[src/rtl/ov7670_config_seq.sv]
// rtl/ov7670_config_seq.sv - OV7670 register-config ROM walker issuing one SCCB write per entry
// Handles 0xFFF0 delay and 0xFFFF end markers and retries NACKed writes before flagging error.
module ov7670_config_seq #(
   parameter int unsigned DELAY_CYCLES = 1_000_000,
   parameter int unsigned GAP_CYCLES   = 100,
   parameter int unsigned MAX_RETRY    = 3
) (
   input  logic        i_clk,
   input  logic        i_reset,
   input  logic        i_start,
   output logic [7:0]  o_rom_addr,
   input  logic [15:0] i_rom_data,
   output logic        o_sccb_start,
   output logic [7:0]  o_sccb_reg,
   output logic [7:0]  o_sccb_val,
   input  logic        i_sccb_busy,
   input  logic        i_sccb_done,
   input  logic        i_sccb_nack,
   output logic        o_busy,
   output logic        o_done,
   output logic        o_error,
   output logic [7:0]  o_wr_count
);

   typedef enum logic [3:0] {
      S_IDLE, S_FETCH, S_DECODE, S_ISSUE, S_WAIT, S_GAP, S_DELAY, S_DONE, S_ERROR
   } state_t;

   // Counters are loaded with N-1 so the counting state lasts exactly N cycles.
   localparam logic [31:0] C_DELAY_LOAD = (DELAY_CYCLES == 0) ? 32'd0 : 32'(DELAY_CYCLES - 1);
   localparam logic [31:0] C_GAP_LOAD   = (GAP_CYCLES == 0)   ? 32'd0 : 32'(GAP_CYCLES - 1);
   localparam logic [7:0]  C_MAX_RETRY  = 8'(MAX_RETRY);

   state_t      r_state;
   logic [31:0] r_cnt;
   logic [7:0]  r_retry;
   logic        r_retry_pend;
   logic [7:0]  r_rom_addr;
   logic        r_sccb_start;
   logic [7:0]  r_sccb_reg;
   logic [7:0]  r_sccb_val;
   logic        r_busy;
   logic        r_done;
   logic        r_error;
   logic [7:0]  r_wr_count;
   logic        w_last_addr;

   assign w_last_addr  = (r_rom_addr == 8'hFF);
   assign o_rom_addr   = r_rom_addr;
   assign o_sccb_start = r_sccb_start;
   assign o_sccb_reg   = r_sccb_reg;
   assign o_sccb_val   = r_sccb_val;
   assign o_busy       = r_busy;
   assign o_done       = r_done;
   assign o_error      = r_error;
   assign o_wr_count   = r_wr_count;

   always_ff @(posedge i_clk) begin
      if (i_reset) begin
         r_state      <= S_IDLE;
         r_cnt        <= 32'd0;
         r_retry      <= 8'd0;
         r_retry_pend <= 1'b0;
         r_rom_addr   <= 8'd0;
         r_sccb_start <= 1'b0;
         r_sccb_reg   <= 8'd0;
         r_sccb_val   <= 8'd0;
         r_busy       <= 1'b0;
         r_done       <= 1'b0;
         r_error      <= 1'b0;
         r_wr_count   <= 8'd0;
      end else begin
         r_sccb_start <= 1'b0;
         case (r_state)
            S_IDLE, S_DONE, S_ERROR: begin
               if (i_start) begin
                  r_rom_addr   <= 8'd0;
                  r_wr_count   <= 8'd0;
                  r_done       <= 1'b0;
                  r_error      <= 1'b0;
                  r_busy       <= 1'b1;
                  r_retry      <= 8'd0;
                  r_retry_pend <= 1'b0;
                  r_state      <= S_FETCH;
               end
            end
            S_FETCH: r_state <= S_DECODE;
            S_DECODE: begin
               if (i_rom_data == 16'hFFFF) begin
                  r_done  <= 1'b1;
                  r_busy  <= 1'b0;
                  r_state <= S_DONE;
               end else if (i_rom_data == 16'hFFF0) begin
                  r_cnt   <= C_DELAY_LOAD;
                  r_state <= S_DELAY;
               end else begin
                  r_sccb_reg <= i_rom_data[15:8];
                  r_sccb_val <= i_rom_data[7:0];
                  r_state    <= S_ISSUE;
               end
            end
            S_ISSUE: begin
               if (!i_sccb_busy) begin
                  r_sccb_start <= 1'b1;
                  r_state      <= S_WAIT;
               end
            end
            S_WAIT: begin
               if (i_sccb_done) begin
                  r_cnt   <= C_GAP_LOAD;
                  r_state <= S_GAP;
                  if (!i_sccb_nack) begin
                     if (r_wr_count != 8'hFF) r_wr_count <= r_wr_count + 8'd1;
                     r_retry      <= 8'd0;
                     r_retry_pend <= 1'b0;
                  end else if (r_retry < C_MAX_RETRY) begin
                     r_retry      <= r_retry + 8'd1;
                     r_retry_pend <= 1'b1;
                  end else begin
                     r_error <= 1'b1;
                     r_busy  <= 1'b0;
                     r_state <= S_ERROR;
                  end
               end
            end
            S_GAP, S_DELAY: begin
               if (r_cnt != 32'd0) begin
                  r_cnt <= r_cnt - 32'd1;
               end else if (r_state == S_GAP && r_retry_pend) begin
                  r_retry_pend <= 1'b0;
                  r_state      <= S_ISSUE;
               end else if (w_last_addr) begin
                  // A ROM without an end marker stops at the top instead of wrapping.
                  r_done  <= 1'b1;
                  r_busy  <= 1'b0;
                  r_state <= S_DONE;
               end else begin
                  r_rom_addr <= r_rom_addr + 8'd1;
                  r_state    <= S_FETCH;
               end
            end
            default: r_state <= S_IDLE;
         endcase
      end
   end

endmodule
[config.mk]
export PLATFORM = sky130hd
export DESIGN_NAME = ov7670_config_seq
export DESIGN_NICKNAME = d
export VERILOG_FILES = /design/src/rtl/ov7670_config_seq.sv
export SDC_FILE = /design/constraint.sdc
export NUM_CORES = 1
export LEC_CHECK = 0
export BUFFER_PORTS_ARGS = -buffer_cell sky130_fd_sc_hd__buf_2
export CAP_MARGIN = 40
export CORE_MARGIN = 2
export CORE_UTILIZATION = 58
export DETAILED_ROUTE_END_ITERATION = 6
export PLACE_DENSITY = 0.87
export SETUP_SLACK_MARGIN = 0.15
export SLEW_MARGIN = 25
export SYNTH_ARGS = -nofsm -noshare
export SYNTH_HDL_FRONTEND = slang
export SYNTH_SLANG_ARGS = --single-unit
[constraint.sdc]
create_clock -name i_clk -period 2.88 [get_ports i_clk]
set_input_delay 0.288 -clock i_clk [delete_from_list [all_inputs] [get_ports i_clk]]
set_output_delay 0.288 -clock i_clk [all_outputs]
set_load 0.005 [all_outputs]
Word-level counts from Yosys, hierarchy flattened
Index checks and enable logic that the tools add are counted.

Output and inout bits: 36. Memories: 0. Latch bits: 0. Logic and storage cells: 126. Bits in writable memories: 0. Input bits: 22. ROM bits: 0. Flip-flop bits (word level): 81.

$add $sub $neg: 4. Divide/modulo/power cells: 0. Multipliers: 0. Bitwise logic cells: 3. Multiplexer cells: 55. Equality and inequality tests: 29. $lt $le $gt $ge: 1. Shift-type cells: 0. Reduce and logical (&&, ||, !) cells: 22.

Operators with widths (count): two-way mux 32 bit (4); one-hot mux 32 bit (3 select lines) (1); two-way mux 8 bit (10); one-hot mux 8 bit (2 select lines) (3); equality test 16 bit (second input constant) (2); inequality test 2 bit (second input constant) (16); nonzero test 32 bit (1); subtractor 32 x 1 -> 32 bit (second input constant) (1); adder 8 x 1 -> 8 bit (second input constant) (3); two-way mux 4 bit (6); one-hot mux 4 bit (6 select lines) (1); two-way mux 1 bit (22); AND reduction 5 bit (4); equality test 4 x 3 -> 1 bit (second input constant) (4); two-way mux 3 bit (4); AND reduction 6 bit (2); AND reduction 9 bit (1); nonzero test 3 bit (3); equality test 4 x 2 -> 1 bit (second input constant) (2); equality test 8 bit (second input constant) (1); < comparator 8 x 2 -> 1 bit (second input constant) (1); inequality test 8 bit (second input constant) (1); AND reduction 4 bit (2); one-hot mux 1 bit (3 select lines) (2); 13 further kinds (17).

Longest topological paths before layout
Word-level depth: 5. Gate-level depth with buffers: 9. Depth with buffers taken out: 7.

Least setup slack after synthesis
No wires, ideal clock.

Kind: reg-to-reg. Start point: register r_cnt[0]. End point: register r_rom_addr[5] (netlist: o_rom_addr[5]). Cell stages (with the launch flop): 9. Path slack: 586 ps. Clock period less this slack: 2294 ps. Path buffers: 1. Data required time: 2810 ps. Arrival: 2224 ps. Library setup time: 70 ps. Cell sequence: dfxtp_1 > inv_1 > ha_1 > or3b_1 > nor4_4 > a31oi_2 > buf_6 > or4_1 > a21oi_1.

Longest elaborated chain between the ends: 3.

RTL lines: start, declared (line 35) `logic [31:0] r_cnt;`; start signal, assigned (line 128) `r_cnt <= r_cnt - 32'd1;`; nonzero test 32 bit (line 127) `if (r_cnt != 32'd0) begin`; inequality test 2 bit (no line); AND reduction 5 bit (no line); end signal, assigned (line 138) `r_rom_addr <= r_rom_addr + 8'd1;`; end, declared (line 38) `logic [7:0] r_rom_addr;`.

Every way passes these cells. A chain may end at the register's enable or synchronous reset.

Worst setup path in the final report
Start point: register r_state[0]. End point: register r_wr_count[4] (netlist: o_wr_count[4]).

Longest elaborated chain between the ends: 4. Elaborated cells between the ends (all ways): 12. Classes of those cells: 7 x eq/ne; 1 x mux; 4 x reduce/logical.

RTL lines: start, declared (line 34) `state_t r_state;`; start signal, assigned (line 60) `r_state <= S_IDLE;`; start signal, assigned (line 84) `r_state <= S_FETCH;`; start signal, assigned (line 87) `S_FETCH: r_state <= S_DECODE;`; equality test 4 x 3 -> 1 bit, or another cell as far along (line 74) `case (r_state)`; OR reduction 3 bit (line 74); inequality test 2 bit (no line) or nonzero test 2 bit (tied branches); AND reduction 5 bit (no line); end signal, assigned (line 113) `if (r_wr_count != 8'hFF) r_wr_count <= r_wr_count + 8'd1;`; end, declared (line 45) `logic [7:0] r_wr_count;`.

Several ways; a longest one is shown, not always the timed one.

==> flow_summary_export.csv <==
group,metric,value,unit
run_status,outcome,"finished, final reports clean",
pwr,p_per_area,1020,nW/um^2
clock_network,cts_buffers,9,
grt,grt.overflow.total,0,
clock_network,insertion_delay,0.36,ns
layout,fin_area,5060,sq um
timing,drv_slew,0,
clock_network,postCtsHoldBufs,0,
layout,num-fill-cells,577,
worst_setup_path,required,3.18,ns
clock_network,cts_tree,"done",
yosys,synth.avg_cell_area,8.46,sq um
yosys,synth_fp_nets,553,
floorplan,initial_utilization,60.8,%
routing,vias_per_cell,6.59,
clock_network,cts.sinks,81,
yosys,synth_area_leader_cell,"dfxtp_1",
floorplan,die_h,91.7,um
routing,detail_route.wl_per_cell,16.6,um
placed_design,gp_congestion,0.888,
timing,hold_viol,0,
timing,rsz0062_at_grt,"false",
yosys,synth_most_common_cell,"dfxtp_1",
worst_setup_path,end_kind,"flip-flop",
timing,finalSetupViolations,0,
routing,ant_nets,0,
layout,drive_gt1_share,20.3,%
grt,grt.total_usage,26.5,%
routing,drt-total-wl,11.4,mm
placed_design,port_buffers,57,
floorplan,ios,58,
timing,fmax,397,MHz
job,max_cap_violations,0,
yosys,synth_commonest_cells,"dfxtp_1 (81), nor2_1 (49), a21oi_1 (44), o31ai_1 (30), or4_1 (29)",
layout,fin_util,69.0,%
layout,multi_input_area,2650,sq um
timing,worstMarginPinSlew,0.742,ns
clock_network,clk_pin_slew,0.09,ns
yosys,seq_area_frac_synth,36.4,%
floorplan,dieWidth,91.7,um
floorplan,row_count,31,
layout,insertedDiodeCount,0,
yosys,synth_warnings,0,
yosys,synth-async-reset-ratio,0,%
timing,tns,0,ns
worst_setup_path,critPathLaunchType,"flip-flop",
worst_setup_path,cp_max_fo,16,
pwr,peakVddDrop,0.539,mV
timing,post-route-min-period,2.52,ns
floorplan,dieArea,8410,sq um
yosys,syn_area,4460,sq um
timing,slew_headroom,49.3,%
worst_setup_path,crit_slowest_cell,"or4_1",
layout,largest_reg_flops,32,
layout,seq_area,1620,sq um
pwr,p_leak,1.95,nW
layout,final_nets,606,
clock_network,ctsLongestPathBuffers,2,
routing,drc,0,
routing,first_pass_iters,6,
timing,period_share,87.4,%
grt,grt_pass1_wl,18.6,mm
placed_design,placed_cell_area,4850,sq um
worst_setup_path,crit_chain,"or3b_2 > a21boi_1 > o22ai_1 > or4_1 > a21oi_1",
worst_setup_path,worst-setup-path-type,"flip-flop to flip-flop",
yosys,synth-edff-count,0,
min_path,min_path_type,"input pin to flip-flop",
clock_network,clock-root-buffer,"clkbuf_8",
layout,largest-register,"r_cnt",
clock_network,cts_max_level,3,
yosys,netlist_top_cells_area,"dfxtp_1 (36%), mux2i_1 (5.4%), o31ai_1 (5.0%), a21oi_1 (4.9%), or4_1 (4.9%)",
timing,finalClockSkew,0.00880,ns
yosys,post_synth_num_cell_types,70,
floorplan,core-area,7330,sq um
worst_setup_path,arrival,2.82,ns
timing,whs,0.104,ns
grt,antenna_found_initial,0,
yosys,synth_ff_type,"dfxtp_1",
worst_setup_path,slowest_delay,0.57,ns
placed_design,place_hpwl,7.89,mm
yosys,syn_inst,527,
grt,first_global_vias,4096,
yosys,ys_ff_latch,81,
routing,drt_iter0_drc,393,
layout,area_growth_syn_to_layout,13.4,%
routing,vias,4508,
yosys,synth_top_area_share,36.4,%
grt,grt_max_degree,46,
-- per-stage QoR --
stage	setup slack [ns]	cells	total power [W]
after global routing	0.161	684	0.00548
after CTS	0.159	681	0.00502
after floorplan	0.586	527	0.00357
after detailed placement	0.147	665	0.00421
final	0.363	684	0.00516
after global placement	0.289	665	0.00408
-- logic make-up after synthesis --
family / share of synthesized area (%)
adder cells (fa/ha/maj): 1.12
AO/OA/AOI/OAI: 21.7
multiplexers: 5.39
buffers and inverters: 4.57
XOR/XNOR: 0.196
flip-flops: 36.4
AND/OR/NAND/NOR: 30.7
-- critical path: cells and delay by family (launching register included) --
kind	cells	cell delay, ns
and+or+nand+nor	2	1.11
DFF	1	0.48
AOI/OAI and AO/OA	3	0.88
-- power breakdown --
group	switching, W	leakage [nW]	internal [W]
logic	0.00167	1.19	0.00113
clock network	0.000453	0.0961	0.000324
registers	0.000253	0.657	0.00133
-- area by class of cell --
cell class	instances	share of cell area, %
clock buffer	9	2.45
clock inverter	7	1.04
inverter	8	0.593
multi-input combinational	402	52.4
sequential	81	32.0
tap	99	2.45
timing repair buffer	78	9.00
-- layer usage --
metal	wire length [um]	share of wire (%)	vias to the layer above	GRT usage, %
li1	-	-	2145	-
met4	301	2.7	0	14.4
met2	5350	47	219	42.4
met1	4870	43	2112	34.2
met5	0	0	-	0
met3	829	7.3	32	4.52
-- worst paths after layout --
kind	from	to	slack (ns)	cells past startpoint
max	r_state[0]	o_wr_count[4]	0.36	5
min	i_sccb_busy	o_sccb_start	0.10	2
max reg2reg	r_state[0]	o_wr_count[4]	0.36	5
min reg2reg	r_retry[3]	r_retry[3]	0.47	1
-- repair_timing --
| item | 4_1_cts | 5_1_grt |
|---|---|---|
| setup buffers | 0 | 3 |
| resized for setup | 1 | 1 |
| pin swaps | 0 | 2 |
| endpoints found under the setup margin | 2 | 17 |
-- cells in the final DEF (no fill, tap or decap), types with 20 or more instances in the layout --
cell     synthesis  routed
a21oi_1         44      44
buf_2            7      57
nand3_1         24      24
buf_4            0      20
o31ai_1         30      30
nand2_1         23      23
mux2i_1         24      24
dfxtp_1         81      81
nor2_1          49      48
or4_1           29      29
Power figures use the tool's default switching activity.
